`src/rtl/cpu_pkg.sv`:
```
// Shared constants and types for the hardwired control sequencer:
// opcodes, instruction classes, sequencer states and the strobe bundle.
package cpu_pkg;

  localparam int CPU_IR_W     = 32;
  localparam int CPU_OP_W     = 5;
  localparam int CPU_MAX_WAIT = 15;
  localparam int OPC_MSB      = CPU_IR_W - 1;
  localparam int OPC_LSB      = CPU_IR_W - CPU_OP_W;

  localparam logic [CPU_OP_W-1:0] OP_NOP  = 5'd0;
  localparam logic [CPU_OP_W-1:0] OP_ADD  = 5'd1;
  localparam logic [CPU_OP_W-1:0] OP_SUB  = 5'd2;
  localparam logic [CPU_OP_W-1:0] OP_AND  = 5'd3;
  localparam logic [CPU_OP_W-1:0] OP_OR   = 5'd4;
  localparam logic [CPU_OP_W-1:0] OP_SHR  = 5'd5;
  localparam logic [CPU_OP_W-1:0] OP_SHL  = 5'd6;
  localparam logic [CPU_OP_W-1:0] OP_ROR  = 5'd7;
  localparam logic [CPU_OP_W-1:0] OP_ROL  = 5'd8;
  localparam logic [CPU_OP_W-1:0] OP_ADDI = 5'd9;
  localparam logic [CPU_OP_W-1:0] OP_ANDI = 5'd10;
  localparam logic [CPU_OP_W-1:0] OP_ORI  = 5'd11;
  localparam logic [CPU_OP_W-1:0] OP_MUL  = 5'd12;
  localparam logic [CPU_OP_W-1:0] OP_DIV  = 5'd13;
  localparam logic [CPU_OP_W-1:0] OP_NEG  = 5'd14;
  localparam logic [CPU_OP_W-1:0] OP_NOT  = 5'd15;
  localparam logic [CPU_OP_W-1:0] OP_LD   = 5'd16;
  localparam logic [CPU_OP_W-1:0] OP_ST   = 5'd17;
  localparam logic [CPU_OP_W-1:0] OP_HALT = 5'd31;

  typedef enum logic [3:0] {
    ST_RST, ST_T0, ST_T1, ST_T2, ST_T3, ST_T4, ST_T5, ST_T6, ST_T7, ST_HALT, ST_FAULT
  } state_t;

  typedef enum logic [2:0] {
    C_NOP, C_RTYPE, C_ITYPE, C_UNARY, C_MULDIV, C_LD, C_ST, C_HALT
  } op_class_t;

  typedef struct packed {
    logic pc_out, zlo_out, zhi_out, mdr_out, ba_out, c_out, r_out;
    logic pc_in, mar_in, mdr_in, ir_in, y_in, z_in, hi_in, lo_in, r_in, inc_pc;
    logic gra, grb, grc;
    logic read, write;
    logic [CPU_OP_W-1:0] op;
    logic run;
  } ctl_t;

endpackage

```
`src/rtl/control_sequencer_decode.sv`:
```
// Opcode to instruction-class decode; unknown opcodes fall through as NOP.
module op_class_decode
  import cpu_pkg::*;
(
  input  logic [CPU_OP_W-1:0] opcode,
  output op_class_t           cls
);

  always_comb begin
    cls = C_NOP;
    case (opcode)
      OP_ADD, OP_SUB, OP_AND, OP_OR,
      OP_SHR, OP_SHL, OP_ROR, OP_ROL: cls = C_RTYPE;
      OP_ADDI, OP_ANDI, OP_ORI:       cls = C_ITYPE;
      OP_NOT, OP_NEG:                 cls = C_UNARY;
      OP_MUL, OP_DIV:                 cls = C_MULDIV;
      OP_LD:                          cls = C_LD;
      OP_ST:                          cls = C_ST;
      OP_HALT:                        cls = C_HALT;
      default:                        cls = C_NOP;
    endcase
  end

endmodule

```
`src/rtl/control_sequencer.sv`:
```
// Hardwired fetch/execute sequencer for the 32-bit bus datapath. All strobes
// are a pure decode of the registered state and the IR opcode.
module control_sequencer
  import cpu_pkg::*;
#(
  parameter int IR_W     = CPU_IR_W,
  parameter int OP_W     = CPU_OP_W,
  parameter int MAX_WAIT = CPU_MAX_WAIT
) (
  input  logic            clk,
  input  logic            clear_n,
  input  logic [IR_W-1:0] ir,
  input  logic            mem_ready,
  input  logic            stop,
  output logic            PCout, Zlowout, Zhighout, MDRout, BAout, Cout, Rout,
  output logic            PCin, MARin, MDRin, IRin, Yin, Zin, HIin, LOin, Rin, IncPC,
  output logic            Gra, Grb, Grc,
  output logic            Read, Write,
  output logic [OP_W-1:0] Operator,
  output logic            run
);

  state_t          state, state_nxt, adv;
  logic [3:0]      wait_cnt, wait_cnt_nxt;
  logic            mem_wait, last;
  op_class_t       cls;
  logic [OP_W-1:0] opc;
  logic            unused_ir;
  ctl_t            ctl;

  assign opc       = ir[IR_W-1 -: OP_W];
  assign unused_ir = ^ir[IR_W-OP_W-1:0];

  op_class_decode u_dec (.opcode(opc), .cls(cls));

  always_ff @(posedge clk or negedge clear_n) begin
    if (!clear_n) begin
      state    <= ST_RST;
      wait_cnt <= '0;
    end else begin
      state    <= state_nxt;
      wait_cnt <= wait_cnt_nxt;
    end
  end

  // adv is the successor when memory is not holding us; wait states override it.
  always_comb begin
    adv      = ST_T0;
    mem_wait = 1'b0;
    last     = 1'b0;
    case (state)
      ST_RST: adv = ST_T0;
      ST_T0:  adv = ST_T1;
      ST_T1:  begin adv = ST_T2; mem_wait = 1'b1; end
      ST_T2:  begin
        case (cls)
          C_NOP:   adv = ST_T0;
          C_HALT:  adv = ST_HALT;
          default: adv = ST_T3;
        endcase
      end
      ST_T3:  adv = ST_T4;
      ST_T4:  begin adv = ST_T5; last = (cls == C_UNARY); end
      ST_T5:  begin adv = ST_T6; last = (cls == C_RTYPE) || (cls == C_ITYPE); end
      ST_T6:  begin adv = ST_T7; last = (cls == C_MULDIV); mem_wait = (cls == C_LD); end
      ST_T7:  begin last = 1'b1; mem_wait = (cls == C_ST); end
      ST_HALT:  adv = ST_HALT;
      ST_FAULT: adv = ST_FAULT;
      default:  adv = ST_FAULT;
    endcase
    if (last) adv = stop ? ST_HALT : ST_T0;

    state_nxt    = adv;
    wait_cnt_nxt = '0;
    if (mem_wait && !mem_ready) begin
      if (wait_cnt == 4'(MAX_WAIT)) state_nxt = ST_FAULT;
      else begin
        state_nxt    = state;
        wait_cnt_nxt = wait_cnt + 4'd1;
      end
    end
  end

  always_comb begin
    ctl = '0;
    case (state)
      ST_T0: begin ctl.pc_out = 1'b1; ctl.mar_in = 1'b1; ctl.inc_pc = 1'b1; ctl.z_in = 1'b1; end
      ST_T1: begin ctl.zlo_out = 1'b1; ctl.pc_in = 1'b1; ctl.read = 1'b1; ctl.mdr_in = 1'b1; end
      ST_T2: begin ctl.mdr_out = 1'b1; ctl.ir_in = 1'b1; end
      ST_T3: begin
        case (cls)
          C_RTYPE, C_ITYPE: begin ctl.grb = 1'b1; ctl.r_out = 1'b1; ctl.y_in = 1'b1; end
          C_LD, C_ST:       begin ctl.grb = 1'b1; ctl.ba_out = 1'b1; ctl.y_in = 1'b1; end
          C_UNARY:  begin ctl.grb = 1'b1; ctl.r_out = 1'b1; ctl.z_in = 1'b1; ctl.op = opc; end
          C_MULDIV: begin ctl.gra = 1'b1; ctl.r_out = 1'b1; ctl.y_in = 1'b1; end
          default: ;
        endcase
      end
      ST_T4: begin
        case (cls)
          C_RTYPE:  begin ctl.grc = 1'b1; ctl.r_out = 1'b1; ctl.z_in = 1'b1; ctl.op = opc; end
          C_ITYPE:  begin ctl.c_out = 1'b1; ctl.z_in = 1'b1; ctl.op = opc; end
          C_UNARY:  begin ctl.zlo_out = 1'b1; ctl.gra = 1'b1; ctl.r_in = 1'b1; end
          C_MULDIV: begin ctl.grb = 1'b1; ctl.r_out = 1'b1; ctl.z_in = 1'b1; ctl.op = opc; end
          C_LD, C_ST: begin ctl.c_out = 1'b1; ctl.z_in = 1'b1; ctl.op = OP_ADD; end
          default: ;
        endcase
      end
      ST_T5: begin
        case (cls)
          C_RTYPE, C_ITYPE: begin ctl.zlo_out = 1'b1; ctl.gra = 1'b1; ctl.r_in = 1'b1; end
          C_MULDIV:         begin ctl.zlo_out = 1'b1; ctl.lo_in = 1'b1; end
          C_LD, C_ST:       begin ctl.zlo_out = 1'b1; ctl.mar_in = 1'b1; end
          default: ;
        endcase
      end
      ST_T6: begin
        case (cls)
          C_MULDIV: begin ctl.zhi_out = 1'b1; ctl.hi_in = 1'b1; end
          C_LD:     begin ctl.read = 1'b1; ctl.mdr_in = 1'b1; end
          C_ST:     begin ctl.gra = 1'b1; ctl.r_out = 1'b1; ctl.mdr_in = 1'b1; end
          default: ;
        endcase
      end
      ST_T7: begin
        case (cls)
          C_LD:    begin ctl.mdr_out = 1'b1; ctl.gra = 1'b1; ctl.r_in = 1'b1; end
          C_ST:    ctl.write = 1'b1;
          default: ;
        endcase
      end
      default: ;
    endcase
    ctl.run = !(state inside {ST_RST, ST_HALT, ST_FAULT});
  end

  assign PCout    = ctl.pc_out;
  assign Zlowout  = ctl.zlo_out;
  assign Zhighout = ctl.zhi_out;
  assign MDRout   = ctl.mdr_out;
  assign BAout    = ctl.ba_out;
  assign Cout     = ctl.c_out;
  assign Rout     = ctl.r_out;
  assign PCin     = ctl.pc_in;
  assign MARin    = ctl.mar_in;
  assign MDRin    = ctl.mdr_in;
  assign IRin     = ctl.ir_in;
  assign Yin      = ctl.y_in;
  assign Zin      = ctl.z_in;
  assign HIin     = ctl.hi_in;
  assign LOin     = ctl.lo_in;
  assign Rin      = ctl.r_in;
  assign IncPC    = ctl.inc_pc;
  assign Gra      = ctl.gra;
  assign Grb      = ctl.grb;
  assign Grc      = ctl.grc;
  assign Read     = ctl.read;
  assign Write    = ctl.write;
  assign Operator = ctl.op;
  assign run      = ctl.run;

endmodule

```
`config.mk`:
```
export PLATFORM = sky130hd
export DESIGN_NAME = control_sequencer
export DESIGN_NICKNAME = d
export VERILOG_FILES = /design/src/rtl/cpu_pkg.sv /design/src/rtl/control_sequencer_decode.sv /design/src/rtl/control_sequencer.sv
export SDC_FILE = /design/constraint.sdc
export NUM_CORES = 1
export LEC_CHECK = 0
export BUFFER_PORTS_ARGS = -buffer_cell sky130_fd_sc_hd__buf_2
export CAP_MARGIN = 10
export CORE_ASPECT_RATIO = 1.2
export CORE_MARGIN = 2
export CORE_UTILIZATION = 40
export CTS_BUF_LIST = sky130_fd_sc_hd__clkbuf_4 sky130_fd_sc_hd__clkbuf_8 sky130_fd_sc_hd__clkbuf_16
export DETAILED_ROUTE_END_ITERATION = 7
export GPL_TIMING_DRIVEN = 1
export HOLD_SLACK_MARGIN = 0.12
export PLACE_DENSITY = 0.76
export SLEW_MARGIN = 10
export SYNTH_ARGS = -nofsm -noshare
export SYNTH_HDL_FRONTEND = slang
export SYNTH_HIERARCHICAL = 1
export SYNTH_SLANG_ARGS = --single-unit
```
`constraint.sdc`:
```
create_clock -name clk -period 1.7 [get_ports clk]
set_input_delay 0.085 -clock clk [delete_from_list [all_inputs] [get_ports clk]]
set_output_delay 0.085 -clock clk [all_outputs]
set_load 0.01 [all_outputs]
```
==> flow_summary.yaml, run 1 <==
status:
  status: "complete, but fails checks"
  violations: "setup timing"
timing:
  worst-slew-pin-transition_ps: 373
  hold_viol: 0
  fin_crit_ps: 2100
  fin_crit_sh_pct: 123
  setup_viol: 30
  relSlewSlack_pct: 75.1
  fmax_ghz: 0.477
  clock_skew_ps: 8.83
  drv_slew: 0
  rsz0062_at_grt: "true"
  setup_tns_ps: -6330
  fin_ws_ps: -399
  fin_hold_ws_ps: 172
pwr:
  p_leak_nw: 0.957
  p_per_area_nw_per_um2: 1020
  pwr-share-clk_pct: 7.0
  ir_drop_mv: 0.710
  p_int_w: 0.00110
  p_total_w: 0.00215
  combPwrFrac_pct: 75.4
  pwr-share-seq_pct: 17.6
  p_sw_share_pct: 48.7
  power_switching_w: 0.00105
clocking:
  path_clk_slew_ps: 50
  cts_made_buffers: 3
  clock_latency_ps: 270
  root_buffer: "clkbuf_4"
  cts_sinks: 8
  ctsHtreeMaxLevel: 1
  cts_tree: "done"
  cts_buffer_depth: 2
logic_synthesis:
  synth_ff_type: "dfrtp_1"
  synth_top_area_share_pct: 17.5
  synth_cells: 152
  synth_edf_count: 0
  syn_nets: 189
  synth-compound-area-share_pct: 29.1
  synth_top_family_by_area: "simple AND/OR/NAND/NOR gates"
  ys_top_cells_by_area: "dfrtp_1 (17%), o21ai_0 (5.2%), a21oi_1 (3.9%)"
  synthMuxAreaShare_pct: 2.62
  postSynthAreaPerCell_um2: 7.53
  syn_area_um2: 1140
  synth.distinct_cells: 54
  postSynth.asyncResetShare_pct: 100
  yosys.area.top_type: "dfrtp_1"
  yosys_warnings: 6
  ys_seq_area_share_pct: 17.5
  synth-seq-cells: 8
  synth_xor_area_share_pct: 4.48
  synth_simple_gate_area_share_pct: 35.6
  synthAdderAreaFrac_pct: 2.08
finish:
  nNetsFinal: 275
  mostFrequentLayoutCell: "buf_4"
  fill_cells: 181
  ff_latch_area_um2: 204
  mostFrequentLayoutCells: "buf_4 (44), buf_2 (29), buf_6 (15)"
  multiInputGateArea_um2: 1100
  syn_to_final_growth_pct: 83.1
  diodes: 0
  fin_cells: 270
  layout-drive-gt1-share_pct: 64.0
route:
  num_vias: 1572
  drc: 0
  drtIter0Drc: 59
  drtPass1Iterations: 6
  antenna_left: 0
  wire_per_inst_um: 18.0
  viasPerCell: 5.82
  wl_um: 4870
worst_setup_path:
  critPathLaunch: "ir[28]"
  critPathRequiredTime_ps: 1620
  cp-start-kind: "primary input"
  crit_type: "primary input to output pin"
  crit_fanout: 5
  r2r_start: "state[1]"
  arrival_ps: 2010
  end_kind: "output pin"
placed_design:
  dpl.hpwl_um: 2400
  portBuffers: 36
  dpl.cell_count: 243
  gp_congestion: 0.843
global_routing:
  overflow: 0
  antenna_found_initial: 0
  grt_max_degree: 11
  grt_pass1_wl_um: 6550
  grt_pass1_vias: 1449
  grt.total_usage_pct: 26.2
floorplan:
  fp.dieH_um: 62.6
  start_util_pct: 41.5
  row_count: 21
  die_w_um: 52.8
  num_io_pins: 64
  die_area_um2: 3310
  coreArea_um2: 2760
min_path:
  min_from: "stop"
  hp-class: "primary input to register"
job:
  maxCapViolations: 0
-- path summary, 6_finish.rpt --
path                               end  slack (ps)  depth (start not counted)
setup / recovery                   Grb        -400                         11
hold / removal                state[3]         170                          3
setup reg to reg              state[3]        -120                          6
hold reg to reg            wait_cnt[0]         470                          1
max in group asynchronous     state[3]        1330                          2
min in group asynchronous  wait_cnt[0]         180                          2
-- worst max-delay path, stage by stage --
cell and delay (ps):
buf_6 100, buf_4 150, nand3_2 80, o21ai_1 90, a221o_2 400, or3b_4 400
buf_4 140, buf_6 110, buf_6 120, o22ai_2 150, buf_2 170
-- cell type report --
| type | count | area share [%] |
|---|---|---|
| inverter | 7 | 1.61 |
| multi-input combinational | 126 | 52.3 |
| timing repair buffer | 92 | 33.3 |
| tap | 34 | 2.03 |
| clock buffer | 3 | 1.07 |
| sequential | 8 | 9.73 |
-- power by group through the flow --
| stage | Clock (W) | Sequential, W | Combinational, W |
|---|---|---|---|
| after global placement | 0 | 0.000347 | 0.00121 |
| after detailed placement | 0 | 0.000347 | 0.00122 |
| after floorplan | 0 | 0.000272 | 0.000884 |
| after global routing | 0.000163 | 0.000388 | 0.00173 |
| final | 0.000151 | 0.000378 | 0.00162 |
| after CTS | 0.000147 | 0.000360 | 0.00139 |
-- what timing repair did --
item,CTS,global route
buffers inserted,17,9
endpoints found under the setup margin,31,33
endpoints found under the hold margin,8,0
gates resized for setup,49,32
hold buffers,1,0
pin swaps,7,11
gates cloned,0,1
-- state kept, by name (all words and copies together) (netlist names) --
name and flops:
wait_cnt 4, state 4
-- layer usage --
metal / wire length [um] / global-route usage [%]
met3: 244 / 2.63
met1: 1780 / 26.8
met2: 2540 / 49.4
met5: 0 / 0
met4: 300 / 13.5
-- logic make-up after synthesis --
| family | Yosys count |
|---|---|
| mux | 3 |
| fa+ha+maj | 2 |
| flops | 8 |
| buf+inv | 19 |
| xor+xnor | 5 |
| compound gates | 46 |
| simple gates | 69 |
-- synthesized netlist by cell type (all sizes together), types with 4 or more instances --
| library cell | number |
|---|---|
| nand2 | 11 |
| nand2b | 6 |
| nor2 | 13 |
| nor3b | 4 |
| inv | 7 |
| nor3 | 5 |
| nor2b | 6 |
| clkbuf | 4 |
| and2 | 6 |
| dfrtp | 8 |
| o21ai | 16 |
| nand3 | 5 |
| buf | 8 |
| a21oi | 9 |
-- per-stage QoR --
stage | setup slack (ps) | cell area, um^2 | util [%]
5_1_grt | -432 | 2100 | 76.0
4_1_cts | -323 | 1900 | 68.7
3_5_place_dp | -413 | 1560 | 56.5
3_3_place_gp | -361 | 1560 | 56.5
6_report | -399 | 2100 | 76.0
2_1_floorplan | -106 | 1160 | -
Power figures use the tool's default switching activity.
==> run 2, diff against run 1 <==
Settings changed: ABC_AREA set to 1, CORE_UTILIZATION 40 to 38.
==> flow_summary.yaml, run 2 <==
status:
  status: "finished, final reports clean"
worst_setup_path:
  cp_cell_sequence: "inv_2 -> nand2_4 -> inv_2 -> nand2_2 -> nor3_1 -> inv_1 -> o2111ai_1 -> buf_2"
  crit_type: "register to output pin"
  slowest_stage: "dfrtp_1"
  cp-start-kind: "register"
  r2r_slack_ps: 140
  crit_path_frequent_cell: "inv_2"
  crit_fanout: 5
  end_kind: "output pin"
  cpPeakStageDelay_ps: 390
  critPathRequiredTime_ps: 1620
  arrival_ps: 1580
logic_synthesis:
  ys_top_cells_by_count: "nand2_1 (52), nor2_1 (36), inv_1 (33)"
  yosys_warnings: 6
  synth-seq-cells: 8
  synth_cells: 184
  synth_top_area_share_pct: 20.5
  postSynth.asyncResetShare_pct: 100
  synth_ff_type: "dfrtp_1"
  ys_top_cells_by_area: "dfrtp_1 (20%), nand2_1 (20%), nor2_1 (14%)"
  synth_edf_count: 0
  yosysMostFrequentCell: "nand2_1"
  synth.distinct_cells: 22
  postSynthAreaPerCell_um2: 5.31
  yosys.area.top_type: "dfrtp_1"
  syn_area_um2: 977
  ys_seq_area_share_pct: 20.5
  syn_nets: 221
pwr:
  p_leak_nw: 0.870
  p_per_area_nw_per_um2: 1080
  ir_drop_mv: 0.927
placed_design:
  place_ws_ps: -60.3
  gp_congestion: 0.844
  dpl.hpwl_um: 2190
  portBuffers: 36
route:
  num_vias: 1259
  drc: 0
  wl_um: 2780
  antenna_left: 0
  viasPerCell: 4.72
  wl_met1_um: 1130
  route.met2.wl_um: 1500
  wire_per_inst_um: 10.4
  drtPass1Iterations: 4
  wl_met3_um: 99
  drtIter0Drc: 12
  top_layer: "met4"
timing:
  fin_hold_ws_ps: 145
  drv_slew: 0
  fin_crit_sh_pct: 98.0
  rsz0062_at_grt: "true"
  fin_ws_ps: 34.5
  fin_crit_ps: 1670
  clock_skew_ps: 4.93
  setup_viol: 0
  fmax_ghz: 0.600
  relSlewSlack_pct: 79.6
  hold_viol: 0
  worst-slew-pin-transition_ps: 305
finish:
  fill_cells: 271
  top_regs: "state (4), wait_cnt (4)"
  mostFrequentLayoutCells: "nand2_1 (44), buf_2 (36), inv_1 (31)"
  mostFrequentLayoutCell: "nand2_1"
  multiInputGateArea_um2: 697
  nNetsFinal: 273
  layout-drive-gt1-share_pct: 36.8
  syn_to_final_growth_pct: 41.6
  diodes: 0
  ff_latch_area_um2: 200
floorplan:
  die_w_um: 50.3
  num_io_pins: 64
  row_count: 20
  fp.dieH_um: 59.6
  die_area_um2: 2990
  start_util_pct: 39.4
  coreArea_um2: 2480
clocking:
  cts_made_buffers: 3
  ctsHtreeMaxLevel: 1
  cts_tree: "done"
  clock_latency_ps: 240
  cts_sinks: 8
  path_clk_slew_ps: 50
  root_buffer: "clkbuf_4"
  cts_buffer_depth: 2
global_routing:
  grt_max_degree: 9
  overflow: 0
  grt_pass1_vias: 1122
  grt.total_usage_pct: 17.5
  antenna_found_initial: 0
  grt_pass1_wl_um: 4260
job:
  maxCapViolations: 0
min_path:
  hp-class: "primary input to register"
-- run 2: critical path: cells and delay by family, from the launching register on --
family | cells | cell delay, ps
DFF | 1 | 390
buffers and inverters | 4 | 440
AOI/OAI and AO/OA | 1 | 80
and+or+nand+nor | 3 | 410
-- run 2: what timing repair did --
item	4_1_cts	5_1_grt
pin swaps	1	4
resized for setup	2	23
setup endpoints to repair	7	19
endpoints found under the hold margin	8	0
hold buffers	1	0
setup buffers	2	3
-- run 2: logic make-up after synthesis --
family | Yosys count | share of synthesized area, %
flops | 8 | 20.5
fa+ha+maj | 1 | 1.28
xor+xnor | 1 | 0.896
simple gates | 113 | 49.4
buf+inv | 40 | 16.1
compound gates | 21 | 11.8
-- run 2: through the flow --
step | total power [W] | setup TNS, ps | utilization [%] | cell area, um^2 | cells
global placement | 0.00123 | -49.4 | 49.9 | 1240 | 258
global route | 0.00163 | -148 | 55.9 | 1380 | 267
detailed placement | 0.00125 | -63.2 | 49.9 | 1240 | 258
floorplan | 0.000954 | 0 | - | 977 | 184
CTS | 0.00141 | 0 | 52.0 | 1290 | 264
finish | 0.00149 | 0 | 55.9 | 1380 | 267
-- run 2: cell type report --
type | instances | area share, %
inverters | 38 | 10.3
repair buffers | 49 | 20.3
multi-input cells | 136 | 50.4
well taps | 33 | 2.98
flip-flops and latches | 8 | 14.5
clock buffers | 3 | 1.63
-- run 2: path summary, 6_finish.rpt --
| check | start | endpoint | depth (start not counted) |
|---|---|---|---|
| worst max-delay path | state[3] | Rout | 8 |
| min in group asynchronous | clear_n | wait_cnt[3] | 2 |
| worst min-delay path | stop | state[3] | 5 |
| max in group asynchronous | clear_n | state[2] | 2 |
| worst min register to register | wait_cnt[0] | wait_cnt[0] | 1 |
| worst max register to register | state[3] | state[2] | 11 |
-- run 2: where the power goes --
group          internal [W]  switching (W)
Clock             0.0000802      0.0000563
Sequential         0.000242      0.0000551
Combinational      0.000400       0.000655
-- run 2: metal layers --
layer / up-vias / track usage, %
met4: 0 / 6.18
met2: 32 / 35.3
li1: 667 / -
met1: 556 / 19.3
met5: - / 0
met3: 4 / 0.505
==> run 3, diff against run 2 <==
Settings changed: ABC_CLOCK_PERIOD_IN_PS set to 1700, RECOVER_POWER set to 50.
==> flow_summary.yaml, run 3 (synthesis gave the netlist of run 2 again) <==
status:
  status: "finished, final reports clean"
clocking:
  clock_latency_ps: 240
  cts_made_buffers: 3
  path_clk_slew_ps: 50
  cts_tree: "done"
  cts_sinks: 8
  root_buffer: "clkbuf_4"
  ctsHtreeMaxLevel: 1
  cts_buffer_depth: 2
worst_setup_path:
  critPathRequiredTime_ps: 1620
  cp-start-kind: "register"
  crit_path_frequent_cell: "inv_2"
  slowest_stage: "dfrtp_1"
  cp_cell_sequence: "inv_2 -> nand2_4 -> inv_2 -> nand2_2 -> nor3_1 -> inv_1 -> o2111ai_1 -> buf_2"
  arrival_ps: 1590
  crit_fanout: 5
  end_kind: "output pin"
  cpPeakStageDelay_ps: 390
  crit_type: "register to output pin"
floorplan:
  coreArea_um2: 2480
  die_area_um2: 2990
  die_w_um: 50.3
  num_io_pins: 64
  row_count: 20
  fp.dieH_um: 59.6
  start_util_pct: 39.4
timing:
  drv_slew: 0
  worst-slew-pin-transition_ps: 423
  fin_crit_ps: 1670
  fin_hold_ws_ps: 147
  fin_ws_ps: 25.2
  hold_viol: 0
  fmax_ghz: 0.597
  relSlewSlack_pct: 71.8
  fin_crit_sh_pct: 98.5
  clock_skew_ps: 4.35
  setup_viol: 0
  rsz0062_at_grt: "true"
route:
  drc: 0
  drtIter0Drc: 7
  num_vias: 1264
  wire_per_inst_um: 10.4
  drtPass1Iterations: 4
  wl_um: 2780
  antenna_left: 0
  viasPerCell: 4.73
finish:
  layout-drive-gt1-share_pct: 34.6
  diodes: 0
  nNetsFinal: 273
  mostFrequentLayoutCells: "nand2_1 (45), buf_2 (32), inv_1 (31)"
  mostFrequentLayoutCell: "nand2_1"
  top_regs: "state (4), wait_cnt (4)"
  syn_to_final_growth_pct: 40.8
placed_design:
  portBuffers: 36
  dpl.hpwl_um: 2190
  gp_congestion: 0.844
  place_ws_ps: -60.3
pwr:
  p_per_area_nw_per_um2: 1070
  p_leak_nw: 0.856
  ir_drop_mv: 0.918
global_routing:
  grt_pass1_wl_um: 4260
  grt_pass1_vias: 1122
  overflow: 0
  grt_max_degree: 9
  antenna_found_initial: 0
  grt.total_usage_pct: 17.5
job:
  maxCapViolations: 0
min_path:
  hp-class: "primary input to register"
==> run 3: cell count changes in the layout (fill, tap and decap cells not counted), sizes merged <==
cell	change
buf	-4
clkbuf	+4
==> run 3: layer usage <==
| metal | vias up | track usage [%] | share of wire, % |
|---|---|---|---|
| met3 | 4 | 0.505 | 3.4 |
| met4 | 0 | 6.18 | 1.8 |
| met1 | 563 | 19.3 | 41 |
| li1 | 665 | - | - |
| met5 | - | 0 | 0 |
| met2 | 32 | 35.3 | 54 |
==> run 3: final cells by class <==
type                       count  area (um^2)
fill                         272         1100
inverter                      38          143
multi-input combinational    136          694
timing repair buffer          49          275
tap                           33         41.3
clock buffer                   3         22.5
sequential                     8          200
==> run 3: worst paths after layout <==
kind / from / to / slack, ps / depth (start not counted)
max: state[3] / Rout / 30 / 8
min: stop / state[3] / 150 / 5
max reg2reg: state[3] / state[2] / 140 / 11
min reg2reg: wait_cnt[0] / wait_cnt[0] / 470 / 1
max in group asynchronous: clear_n / state[2] / 1090 / 2
min in group asynchronous: clear_n / wait_cnt[3] / 310 / 2
==> run 3: report_power, final <==
group / internal, W / switching [W]
Combinational: 0.000389 / 0.000653
Clock: 0.0000802 / 0.0000559
Sequential: 0.000242 / 0.0000554
==> run 3: critical path, delay by kind of cell, from the launching register on <==
| kind | cells | cell delay, ps |
|---|---|---|
| DFF | 1 | 390 |
| and+or+nand+nor | 3 | 420 |
| buffers and inverters | 4 | 440 |
| AOI/OAI and AO/OA | 1 | 90 |
==> run 3: repair_timing <==
| item | 4_1_cts | 5_1_grt |
|---|---|---|
| gates cloned | 0 | 0 |
| pin swaps | 1 | 4 |
| setup endpoints to repair | 7 | 19 |
| gates resized for setup | 2 | 23 |
| hold buffers | 1 | 0 |
| setup buffers | 2 | 3 |
| endpoints found under the hold margin | 8 | 0 |
==> run 3: through the flow <==
stage	total power (W)	utilization (%)	instance area, um^2	TNS (ps)	std cells
detailed placement	0.00125	49.9	1240	-63.2	258
global placement	0.00123	49.9	1240	-49.4	258
finish	0.00148	55.6	1380	0	267
floorplan	0.000954	-	977	0	184
global route	0.00162	55.6	1380	-272	267
CTS	0.00141	52.0	1290	0	264
